==> src/rtl/muldiv_requester.sv <==
// muldiv_requester
//   Sequences one multiply/divide operation at a time onto a shared
//   multiply/divide core.
//   - Accepts a command from the host (valid/ready handshake).
//   - Registers the operands for the core.
//   - Pulses go for GO_CYCLES cycles.
//   - Waits for a fresh rising edge on the core's done level.
//   - Returns the captured result, or an error code, to the host
//     (valid/ready handshake).
//   - A divide by zero is answered directly and the core is never started.
//   - A core that never completes is answered with a timeout after
//     TIMEOUT wait cycles.
//
// Parameters
//   TIMEOUT    maximum number of WAIT cycles before a timeout response (1..255)
//   GO_CYCLES  number of cycles go stays high per launch (1..3)
//
// Ports
//   clk         single clock, rising edge
//   reset       asynchronous active-low reset
//   cmd_valid   host offers a command
//   cmd_ready   requester can take a command (IDLE only)
//   cmd_op      1 = multiply, 0 = divide
//   cmd_a       multiplier / divisor (two's complement)
//   cmd_b       multiplicand in [15:0] / dividend (two's complement)
//   input1      registered cmd_a to the core
//   input2      registered cmd_b to the core
//   selecc_op   registered cmd_op to the core
//   go          start request to the core
//   done        core completion level, cleared by the core on start
//   result      core result, valid while done is high
//   rsp_valid   response available to the host (RESP only)
//   rsp_ready   host takes the response
//   rsp_result  captured result, 0 on any error
//   rsp_err     00 ok, 01 divide-by-zero, 10 timeout
//   busy        high in every state except IDLE
//
// state  | meaning
// -------+----------------------------------------------------------
// IDLE   | ready for a command; operands latched on acceptance
// LAUNCH | go held high for GO_CYCLES cycles
// WAIT   | watching for a done rising edge, timeout counter running
// RESP   | response held on rsp_* until the host takes it

module muldiv_requester #(
   parameter int TIMEOUT   = 255,
   parameter int GO_CYCLES = 2
) (
   input  logic        clk,
   input  logic        reset,
   input  logic        cmd_valid,
   output logic        cmd_ready,
   input  logic        cmd_op,
   input  logic [15:0] cmd_a,
   input  logic [31:0] cmd_b,
   output logic [15:0] input1,
   output logic [31:0] input2,
   output logic        selecc_op,
   output logic        go,
   input  logic        done,
   input  logic [31:0] result,
   output logic        rsp_valid,
   input  logic        rsp_ready,
   output logic [31:0] rsp_result,
   output logic [1:0]  rsp_err,
   output logic        busy
);

   typedef enum logic [1:0] {
      ST_IDLE   = 2'd0,
      ST_LAUNCH = 2'd1,
      ST_WAIT   = 2'd2,
      ST_RESP   = 2'd3
   } state_t;

   localparam logic [1:0] ERR_OK   = 2'b00;
   localparam logic [1:0] ERR_DIV0 = 2'b01;
   localparam logic [1:0] ERR_TMO  = 2'b10;

   // Last go_cnt value in LAUNCH, and last wait_cnt value before a timeout.
   localparam logic [1:0] GO_LAST   = 2'(GO_CYCLES - 1);
   localparam logic [7:0] WAIT_LAST = 8'(TIMEOUT - 1);

   state_t      state_q, state_d;
   logic [1:0]  go_cnt_q, go_cnt_d;
   logic [7:0]  wait_cnt_q, wait_cnt_d;
   logic        done_q;
   logic [15:0] input1_d;
   logic [31:0] input2_d;
   logic        selecc_op_d;
   logic [31:0] rsp_result_d;
   logic [1:0]  rsp_err_d;

   logic        div_zero;
   logic        done_rise;

   assign div_zero  = ~cmd_op & (cmd_a == 16'd0);
   // done_q samples every cycle, so a level still high from the previous
   // operation never looks like a new edge when WAIT is entered.
   assign done_rise = done & ~done_q;

   assign busy      = (state_q != ST_IDLE);
   assign cmd_ready = (state_q == ST_IDLE) & reset;

   always_comb begin
      state_d      = state_q;
      go_cnt_d     = go_cnt_q;
      wait_cnt_d   = wait_cnt_q;
      input1_d     = input1;
      input2_d     = input2;
      selecc_op_d  = selecc_op;
      rsp_result_d = rsp_result;
      rsp_err_d    = rsp_err;
      go           = 1'b0;
      rsp_valid    = 1'b0;

      case (state_q)
         ST_IDLE: begin
            if (cmd_valid) begin
               input1_d     = cmd_a;
               input2_d     = cmd_b;
               selecc_op_d  = cmd_op;
               rsp_result_d = 32'd0;
               go_cnt_d     = 2'd0;
               if (div_zero) begin
                  rsp_err_d = ERR_DIV0;
                  state_d   = ST_RESP;
               end else begin
                  rsp_err_d = ERR_OK;
                  state_d   = ST_LAUNCH;
               end
            end
         end

         ST_LAUNCH: begin
            go = 1'b1;
            if (go_cnt_q == GO_LAST) begin
               wait_cnt_d = 8'd0;
               state_d    = ST_WAIT;
            end else begin
               go_cnt_d = go_cnt_q + 2'd1;
            end
         end

         ST_WAIT: begin
            wait_cnt_d = wait_cnt_q + 8'd1;
            // Completion is tested first so it wins over a simultaneous timeout.
            if (done_rise) begin
               rsp_result_d = result;
               rsp_err_d    = ERR_OK;
               state_d      = ST_RESP;
            end else if (wait_cnt_q == WAIT_LAST) begin
               rsp_result_d = 32'd0;
               rsp_err_d    = ERR_TMO;
               state_d      = ST_RESP;
            end
         end

         ST_RESP: begin
            rsp_valid = 1'b1;
            if (rsp_ready) begin
               state_d = ST_IDLE;
            end
         end

         default: begin
            state_d = ST_IDLE;
         end
      endcase
   end

   always_ff @(posedge clk or negedge reset) begin
      if (!reset) begin
         state_q    <= ST_IDLE;
         go_cnt_q   <= 2'd0;
         wait_cnt_q <= 8'd0;
         done_q     <= 1'b0;
         input1     <= 16'd0;
         input2     <= 32'd0;
         selecc_op  <= 1'b0;
         rsp_result <= 32'd0;
         rsp_err    <= ERR_OK;
      end else begin
         state_q    <= state_d;
         go_cnt_q   <= go_cnt_d;
         wait_cnt_q <= wait_cnt_d;
         done_q     <= done;
         input1     <= input1_d;
         input2     <= input2_d;
         selecc_op  <= selecc_op_d;
         rsp_result <= rsp_result_d;
         rsp_err    <= rsp_err_d;
      end
   end

endmodule

==> config.mk <==
export PLATFORM = sky130hd
export DESIGN_NAME = muldiv_requester
export DESIGN_NICKNAME = d
export VERILOG_FILES = /design/src/rtl/muldiv_requester.sv
export SDC_FILE = /design/constraint.sdc
export NUM_CORES = 1
export LEC_CHECK = 0
export CELL_PAD_IN_SITES_DETAIL_PLACEMENT = 0
export CELL_PAD_IN_SITES_GLOBAL_PLACEMENT = 2
export CORE_MARGIN = 10
export CORE_UTILIZATION = 27
export DETAILED_ROUTE_END_ITERATION = 16
export PLACE_DENSITY_LB_ADDON = 0.1
export REMOVE_ABC_BUFFERS = 1
export SLEW_MARGIN = 10
export SYNTH_ARGS = -nofsm -noshare
export SYNTH_HDL_FRONTEND = slang
export SYNTH_SLANG_ARGS = --single-unit
==> constraint.sdc <==
create_clock -name clk -period 2 [get_ports clk]
set_input_delay 0.3 -clock clk [delete_from_list [all_inputs] [get_ports clk]]
set_output_delay 0.3 -clock clk [all_outputs]
set_load 0.05 [all_outputs]
# After elaboration in Yosys (flattened, before gate mapping)
# Cells that the tools add are included.
[totals]
reg_bits = 96
latchBits = 0
ramBits = 0
rom_bits = 0
input_bits = 86
output_inout_bits = 87
n_memories = 0
[op_classes]
add_sub_neg = 2
mul = 0
div = 0
n_lt_le_gt_ge = 0
n_eq_ne = 10
shifts = 0
n_mux = 23
bitwise = 5
reduce_logical = 11
[op_table]
columns = ["op", "count"]
rows = [
  ["$mux W32", 3],
  ["$pmux W32 S2", 1],
  ["$mux W2", 11],
  ["$logic_not A16 Y1", 1],
  ["$pmux W8 S2", 1],
  ["$add A8 B1 Y8 const B", 1],
  ["$eq A8 B8 Y1 const B", 1],
  ["$mux W8", 1],
  ["$ne A2 B2 Y1 const B", 4],
  ["$pmux W2 S2", 2],
  ["$pmux W2 S4", 1],
  ["$reduce_bool A2 Y1", 4],
  ["$reduce_and A3 Y1", 2],
  ["$eq A2 B1 Y1 const B", 2],
  ["$eq A2 B2 Y1 const B", 2],
  ["$reduce_and A2 Y1", 2],
  ["$reduce_and A4 Y1", 1],
  ["$and A1 B1 Y1", 3],
  ["$mux W1", 3],
  ["$ne A3 B3 Y1 const B", 1],
  ["$add A2 B1 Y2 const B", 1],
  ["$logic_not A2 Y1", 1],
  ["$not A1 Y1", 2],
]

# Depth between registers and ports, before layout
[logic_depth]
ltp_word = 5
ltp_mapped = 8
ltp_nobuf = 6

# Worst setup path before layout
# No wires, ideal clock.
[synth_path]
path_kind = "register to register"
start = "register state_q[1]"
end = "register state_q[1]"
setup_ns = 0.125
arrival_ns = 1.871
t_required_ns = 1.875
setup_slack_ns = 0.005
stages_incl_launch_ff = 8
n_path_buf = 1
synth_period_minus_slack_ns = 1.995
path_cell_list = "dfrtp_1 inv_1 ha_1 buf_2 nor2b_1 a21oi_1 nand3_1 mux2_2"
[synth_between]
elab_chain_len = 3
word_cells_on_any_way = 10
[synth_rtl]
columns = ["element", "line_no", "text"]
rows = [
  ["start, declared", "84", "state_t state_q, state_d;"],
  ["start signal, assigned", "184", "state_q <= state_d;"],
  ["$eq A2 B2 Y1 (tied with other cells)", "117", "case (state_q)"],
  ["$ne A3 B3 Y1 (no source line) / $ne A2 B2 Y1 (equally long branches)", "--", ""],
  ["$reduce_and A4 Y1 (no source line)", "--", ""],
]
# Several ways; a longest one is shown, not always the timed one.
# A chain may end at the register's enable or synchronous reset.

# Worst setup path after layout
[layout_path]
start = "register rsp_result[31]"
end = "output rsp_result[31]"
[layout_rtl]
columns = ["element", "line_no", "text"]
rows = [
  ["start, declared", "64", "output logic [31:0] rsp_result,"],
  ["start signal, assigned", "191", "rsp_result <= rsp_result_d;"],
]
# No word-level cell between the ends.

==> flow_metrics.env <==
export IMPL_wl_um=12400
export IMPL_yosysUniqueCellTypes=33
export IMPL_dp_cells=698
export IMPL_crit_path_start="rsp_result[31]"
export IMPL_critPathKind="reg2out"
export IMPL_start_util_pct=27.6
export IMPL_min_path_type="in2async"
export IMPL_path_delay_family="buffers and inverters"
export IMPL_rrSetupSlack_ns=0.19
export IMPL_crit_fanout=2
export IMPL_grt_antenna_before_repair=0
export IMPL_synth_area_leader_cell="dfrtp_1"
export IMPL_fin_area_um2=6500
export IMPL_worstReg2RegStart="state_q[0]"
export IMPL_drt_initial_drc_count=122
export IMPL_path_clk_slew_ns=0.07
export IMPL_numPortBuffers=172
export IMPL_status="finished with violations"
export IMPL_r2r_cells=7
export IMPL_rsz0062_at_grt="no"
export IMPL_drive_gt1_share_pct=17.3
export IMPL_end_kind="output port"
export IMPL_die_area_um2=20900
export IMPL_postCtsSetupBuffers=0
export IMPL_cts_sinks=96
export IMPL_h_tree_depth=3
export IMPL_syn2layout_area_growth_pct=54.8
export IMPL_grt_pass1_wl_um=18800
export IMPL_crit_required_ns=1.70
export IMPL_wl_per_cell_um=17.4
export IMPL_relSlewSlack_pct=61.8
export IMPL_die_h_um=145
export IMPL_report_final_slew_viol_count=0
export IMPL_antenna_diode_count=0
export IMPL_rows=45
export IMPL_fmax_ghz=0.541
export IMPL_drtPass1Iterations=4
export IMPL_multi_input_area_um2=1520
export IMPL_vias_per_cell=4.31
export IMPL_vias=3075
export IMPL_track_usage_pct=12.0
export IMPL_fin_hold_ws_ns=-0.00951
export IMPL_synth_area_per_cell_um2=12.3
export IMPL_clk_latency_ns=0.34
export IMPL_grt_max_degree=97
export IMPL_place_gp_congestion=0.734
export IMPL_wl_met1_um=4930
export IMPL_drv_cap=0
export IMPL_met2_length_um=6540
export IMPL_place_area_um2=6180
export IMPL_static_leakage_power_nw=2.70
export IMPL_boundaryPins=173
export IMPL_violations="hold timing"
export IMPL_fillers=1456
export IMPL_die_w_um=145
export IMPL_synth_yosys_seq_area_share_pct=57.2
export IMPL_worst_pin_slew_ns=0.571
export IMPL_fin_crit_sh_pct=92.4
export IMPL_yosys_warnings=0
export IMPL_worst_setup_path_start_kind="flip-flop"
export IMPL_synth_top_cell_area_share_pct=57.2
export IMPL_syn_cell_area_um2=4200
export IMPL_dp_hpwl_um=9130
export IMPL_regArea_um2=2400
export IMPL_setup_viol=0
export IMPL_drc_errors=0
export IMPL_netlist_top_cells_area="dfrtp_1 57%, mux2_2 14%, mux2i_1 8.3%"
export IMPL_top_layer="met4"
export IMPL_crit_slowest_cell="clkdlybuf4s50_1"
export IMPL_cts_buffers=9
export IMPL_crit_chain="clkdlybuf4s50_1"
export IMPL_grt_pass1_vias=3222
export IMPL_synthCells=341
export IMPL_cts_tree="built"
export IMPL_final_cells=714
export IMPL_finalClockSkew_ns=0.00598
export IMPL_ir_drop_v=0.000890
export IMPL_fin_nets=615
export IMPL_post_route_min_period_ns=1.85
export IMPL_ys_seq_elements=96
export IMPL_overflow=0
export IMPL_path_buf_inv=1
export IMPL_coreArea_um2=15200
export IMPL_detail_route_antenna_nets=0
export IMPL_clock_root_buffer="clkbuf_16"
export IMPL_r2r_end="rsp_result[5]"
export IMPL_crit_arrival_ns=1.55
export IMPL_finalHoldViolCount=11
export IMPL_clock_path_buffers=2
export IMPL_power_density_nw_per_um2=1610
export IMPL_slowest_delay_ns=0.85
export IMPL_dp_slack_ns=0.0465
export IMPL_p_total_mw=10.4
export IMPL_fin_ws_ns=0.153
export IMPL_met3WireLength_um=800
## synthesized netlist by cell type
cell	number
nor2_1	11
xnor2_1	3
a22o_2	1
nor2b_1	1
mux2_2	51
o221ai_1	1
inv_1	44
nand3_1	4
nor3_1	2
nor4_1	5
o2bb2ai_1	1
xor2_1	2
nor4b_1	1
buf_12	4
o22ai_1	1
a22oi_1	1
nor3b_1	1
and3_2	1
and2_4	1
o211ai_2	1
o21ai_0	7
nand4_2	1
or4_1	1
dfrtp_1	96
nand2_1	39
a21oi_1	2
nand4_1	3
ha_1	7
nand2b_1	2
buf_2	9
and2_1	1
a31oi_1	1
mux2i_1	35
## cells by family after synthesis
logic type	share of synthesized area [%]
XOR/XNOR	1.04
buffers and inverters	6.91
AO/OA/AOI/OAI	2.50
adder cells (fa/ha/maj)	2.09
multiplexers	22.0
AND/OR/NAND/NOR	8.22
flip-flops	57.2
## where the power goes
part / leakage [nW] / internal (mW) / switching (mW)
clock: 0.134 / 0.902 / 0.740
sequential: 1.22 / 2.60 / 0.352
combinational: 1.34 / 2.28 / 3.55
total: 2.70 / 5.79 / 4.65
## how the worst max path moves through the flow
stage                endpoint  slack (ns)  cells past startpoint
2_1_floorplan      state_q[0]       -0.76                      6
3_3_place_gp       rsp_err[0]        0.05                      5
3_5_place_dp       rsp_err[0]        0.05                      5
4_1_cts            input2[14]        0.13                      1
5_1_grt        rsp_result[15]        0.03                      7
6_report       rsp_result[31]        0.15                      1
## state kept, by name, summed over array words and instances, names as in the netlist
signal and count:
input1 16, wait_cnt_q 8, selecc_op 1, done_q 1, rsp_err 2, input2 32
go_cnt_q 2, rsp_result 32, state_q 2
## timing repair
action	CTS	global route
hold buffers	0	0
gates resized for setup	0	3
endpoints found under the setup margin	0	16
## area by class of cell
class,instances,area share (%)
tap,188,3.62
inverter,44,2.54
timing repair buffer,183,29.3
clock inverter,3,0.270
sequential,96,37.0
clock buffer,12,3.95
multi-input combinational,188,23.4
## cells in the final DEF, fill, tap and decap left out, drive strengths merged, types with 3 or more instances in the layout
cell	count
xnor2	3
inv	44
nand3	4
o21ai	7
nor2	11
nand4	4
ha	7
clkbuf	13
mux2i	35
nor4	5
nand2	39
buf	16
mux2	51
dfrtp	96
clkdlybuf4s50	166
## routing by layer
layer,GRT usage (%),vias to the layer above
met5,0,-
met4,5.27,0
met3,3.94,12
met2,20.1,71
met1,13.6,1497
li1,-,1495
## through the flow
step / hold slack (ns) / setup TNS, ns / utilization (%)
finish: -0.00951 / 0 / 42.7
global route: 0.0564 / 0 / 42.7
CTS: 0.0409 / 0 / 42.5
detailed placement: 0.423 / 0 / 40.7
global placement: 0.432 / 0 / 40.7
floorplan: 0.00441 / -38.72 / -
(Power assumes the default switching activity.)
==> edit 1, RTL diff (same settings) <==
`rsp_result` no longer has a reset.
--- a/src/rtl/muldiv_requester.sv
+++ b/src/rtl/muldiv_requester.sv
@@ -178,7 +178,6 @@
          input1     <= 16'd0;
          input2     <= 32'd0;
          selecc_op  <= 1'b0;
-         rsp_result <= 32'd0;
          rsp_err    <= ERR_OK;
       end else begin
          state_q    <= state_d;
@@ -188,10 +187,13 @@
          input1     <= input1_d;
          input2     <= input2_d;
          selecc_op  <= selecc_op_d;
-         rsp_result <= rsp_result_d;
          rsp_err    <= rsp_err_d;
       end
    end
 
+   always_ff @(posedge clk) begin
+      rsp_result <= rsp_result_d;
+   end
+
 endmodule
 
Check against the original RTL: differs if reset is asserted again (counterexample within 10 cycles, from zero or initial values and one cycle with reset low); with reset held inactive, the same outputs for 10 cycles.
==> edit 1 against the unedited design <==
- critical path depth up 3
- cell area decreased by 4.0%
- wire length is 9.7% lower
- global-route usage down 0.53 points
- combinational power rose by 3%
- sequential cell count stayed put
- worst setup slack got worse by 29 ps
- power grew 5.8%
- final cell count fell by 11%
- core utilization grew 1.7 points
- synthesized area down 6.9%
- register-to-register slack improved by 30 ps
==> edit 1: results (changes against the unedited design) <==
* Met2 GRT Util: 0.1914 (was 0.2010)
- The routability-driven placement congestion ratio came to 0.7306 (was 0.7339).
- The met3 demand-to-capacity share in global routing was 0.07268 (was 0.03944).
* Wire length on met3: 1198 um (was 800 um)
- The detailed placer's ending HPWL is 8539 um (was 9132 um).
* Fraction of area in multi-input gates: 0.2029 (was 0.2339)
- The launch point of the worst reg-to-reg path is state_q[1] (was state_q[0]).
* IR Drop Worst-Case VDD: 740.4 uV (was 890.2 uV)
- Routed WL: 11,240 um (was 12,450 um)
- The area taken by multi-input logic gates came to 1266 um2 (was 1520 um2).
- Count of flip-flops with a built-in enable after synthesis: 32 (was 0)
- Run status: finished, final reports clean (was complete, but fails checks).
- Inverter count: 10 (was 44)
- Clock network power consumption: 0.00178 W (was 0.00164 W)
- Count of different cell masters after synthesis: 36 (was 33)
* Number of filler cells placed in the layout: 1,295 (was 1,456)
* Sequential share of the synthesized area: 0.6558 (was 0.5721)
* GR Util All Layers: 0.1143 (was 0.1196)
- The final-layout non-clock buffer area share came to 0.2940 (was 0.2926).
- The post-detailed-placement cell area is 5926 um2 (was 6183 um2).
- The peak per-stage delay on the critical path was 410 ps (was 850 ps).
* First-pass GRT wire length: 17,400 um (was 18,810 um)
- Relative contribution of the clock network to total power: 0.161 (was 0.157)
- Non-clock buffer count: 179 (was 183)
- Metal-1 WL: 4232 um (was 4927 um)
* Met2 wire length: 5719 um (was 6537 um)
* Pre-CTS setup slack: 163.0 ps (was 46.51 ps)
-- edit 1: cell types whose count changed after synthesis, moves of 3 or more --
cell | before | now
mux2_1 | 0 | 50
buf_2 | 9 | 5
and2_1 | 1 | 33
dfrtp_1 | 96 | 64
edfxtp_1 | 0 | 32
buf_12 | 4 | 0
clkbuf_1 | 0 | 3
mux2_2 | 51 | 1
and3_1 | 0 | 3
nand2_1 | 39 | 10
inv_1 | 44 | 9
o21ai_0 | 7 | 2
mux2i_1 | 35 | 3
-- edit 1: cell families (layout without fill, tap and decap cells) --
kind of cell             count (synthesis)  after routing  share of synthesized area
AO/OA/AOI/OAI                           14             14                    0.02594
XOR/XNOR                                 5              5                    0.01121
adder cells (fa/ha/maj)                  7              7                    0.02241
buffers and inverters                   19            205                    0.02081
flip-flops                              96             96                     0.6558
multiplexers                            54             54                     0.1547
AND/OR/NAND/NOR                         74             74                     0.1092
==> edit 2, RTL diff (same settings) <==
Made on the original files. Change the parameter `TIMEOUT` from 255 to 191. Comments in the files are not updated.
--- a/src/rtl/muldiv_requester.sv
+++ b/src/rtl/muldiv_requester.sv
@@ -43,7 +43,7 @@
 // RESP   | response held on rsp_* until the host takes it
 
 module muldiv_requester #(
-   parameter int TIMEOUT   = 255,
+   parameter int TIMEOUT   = 191,
    parameter int GO_CYCLES = 2
 ) (
    input  logic        clk,
Behaviour: same outputs for any inputs over 10 cycles, from zero or initial values and one cycle with reset low; that may be too few to reach the edited logic, so the function may still have changed.
==> edit 2 against the unedited design <==
- the flow still finishes with violations (hold timing)
- global-route usage is 0.38 points higher
- wire length down 0.28%
- power increased by 2.4%
- synthesized area is essentially flat
- synthesized cell count grew 0.59%
- cell area up 0.37%
- final cell count rose by 0.56%
- combinational power rose by 3.6%
- sequential cell count unchanged
- count of clock-buffer cells in the layout is 2 lower
- worst setup slack worse by 36 ps
- via count grew 0.36%
- largest cell class unchanged
- largest power group unchanged
==> edit 2: results (changes against the unedited design) <==
- Static leakage: 2.725 nW (was 2.698 nW)
- Violated checks: hold timing (unchanged).
- Post-synthesis instance total: 343 (was 341)
* Largest fanout on the critical path: 5 (was 2)
* Layout cells sized above 1: 0.1755 (was 0.1730)
- Non-filler cells in the finished layout: 718 (was 714)
* Maximum clock insertion buffer count: 2 (unchanged)
- The final-report hold violation count came to 6 (was 11).
- Clock network power consumption: 0.00170 W (was 0.00164 W)
- Largest incremental delay on the critical path: 410 ps (was 850 ps)
* Number of DRC markers after the initial detailed-route iteration: 161 (was 122)
* GR Util All Layers: 0.1234 (was 0.1196)
- The final hold slack came to -24.13 ps (was -9.509 ps).
- The slowest library cell on the worst path is dfrtp_1 (was clkdlybuf4s50_1).
- The arrival time of data at the critical path endpoint is 1580 ps (was 1550 ps).
- Most instantiated cells after synthesis: dfrtp_1, mux2_2, inv_1, nand2_1, mux2i_1 (unchanged).
* Instance area after placement: 6226 um2 (was 6183 um2)
* Routability-driven placement congestion ratio: 0.7683 (was 0.7339)
- The net switching component of the power was 0.004814 W (was 0.004647 W).
- The via count of the first global-routing pass is 3,352 (was 3,222).
- The detailed placer's ending HPWL was 9279 um (was 9132 um).
* Combinational Power: 0.00605 W (was 0.00584 W)
- The first-pass GRT wire length was 19,620 um (was 18,810 um).
- Sequential share of the synthesized area: 0.5719 (was 0.5721)
* Average detailed-routed wire length per instance: 17.28 um (was 17.43 um)
* Reg2Reg Setup Slack: 170 ps (was 190 ps)
* IR Drop Worst-Case VDD: 580.3 uV (was 890.2 uV)
* Cells after DPL: 702 (was 698)
- The maximum clock skew at final layout was 9.444 ps (was 5.982 ps).
- Slew headroom: 0.6272 (was 0.6182)
- Run status: complete, but fails checks (unchanged).
- Count of different cell masters after synthesis: 38 (was 33)
- The via count of the routed design came to 3,086 (was 3,075).
edit 2: changes by cell type after synthesis, sizes merged, moves of 2 or more:
cell / delta
nand4b: +2
o21ai: -2
nand4: -2
clkbuf: +3
edit 2: worst register-to-register path: cells and delay by family, from the launching register on:
kind | cells | cell delay (ps)
AOI/OAI and AO/OA | 2 | 510
adders and majority gates | 1 | 150
buffers and inverters | 2 | 300
DFF | 1 | 420
muxes | 1 | 250
and+or+nand+nor | 1 | 120
edit 2: layout make-up:
| type | instances | area (um2) |
|---|---|---|
| Multi-Input combinational cell | 187 | 1514 |
| Fill cell | 1450 | 8680 |
| Clock buffer | 10 | 239.0 |
| Timing Repair Buffer | 186 | 1912 |
| Tap cell | 188 | 235.2 |
| Sequential cell | 96 | 2402 |
| Inverter | 45 | 168.9 |
| Clock inverter | 6 | 51.30 |
edit 2: timing repair:
item | in CTS | in global routing
hold buffers | 0 | 0
setup endpoints to repair | 0 | 1
setup buffers | 0 | 0
gates resized for setup | 0 | 1
edit 2: per-layer routing:
layer	vias up	GRT usage	part of all wire
met5	-	0	0
met4	0	0.04628	0.014
met3	11	0.05280	0.091
met2	82	0.2029	0.50
met1	1494	0.1392	0.39
li1	1499	-	-
edit 2: final timing paths:
| kind | startpoint | end | cells past startpoint |
|---|---|---|---|
| worst min register to register | input1[1] | input1[1] | 1 |
| worst max register to register | wait_cnt_q[0] | rsp_result[9] | 7 |
| max in group asynchronous | reset | rsp_result[28] | 2 |
| worst max-delay path | state_q[0] | busy | 5 |
| worst min-delay path | reset | state_q[1] | 2 |
| min in group clk | done | done_q | 1 |
edit 2: cell families after synthesis:
logic type	synth area share
flops	0.5719
mux	0.2151
simple gates	0.08371
buf+inv	0.07030
compound gates	0.02771
fa+ha+maj	0.02085
xor+xnor	0.01043
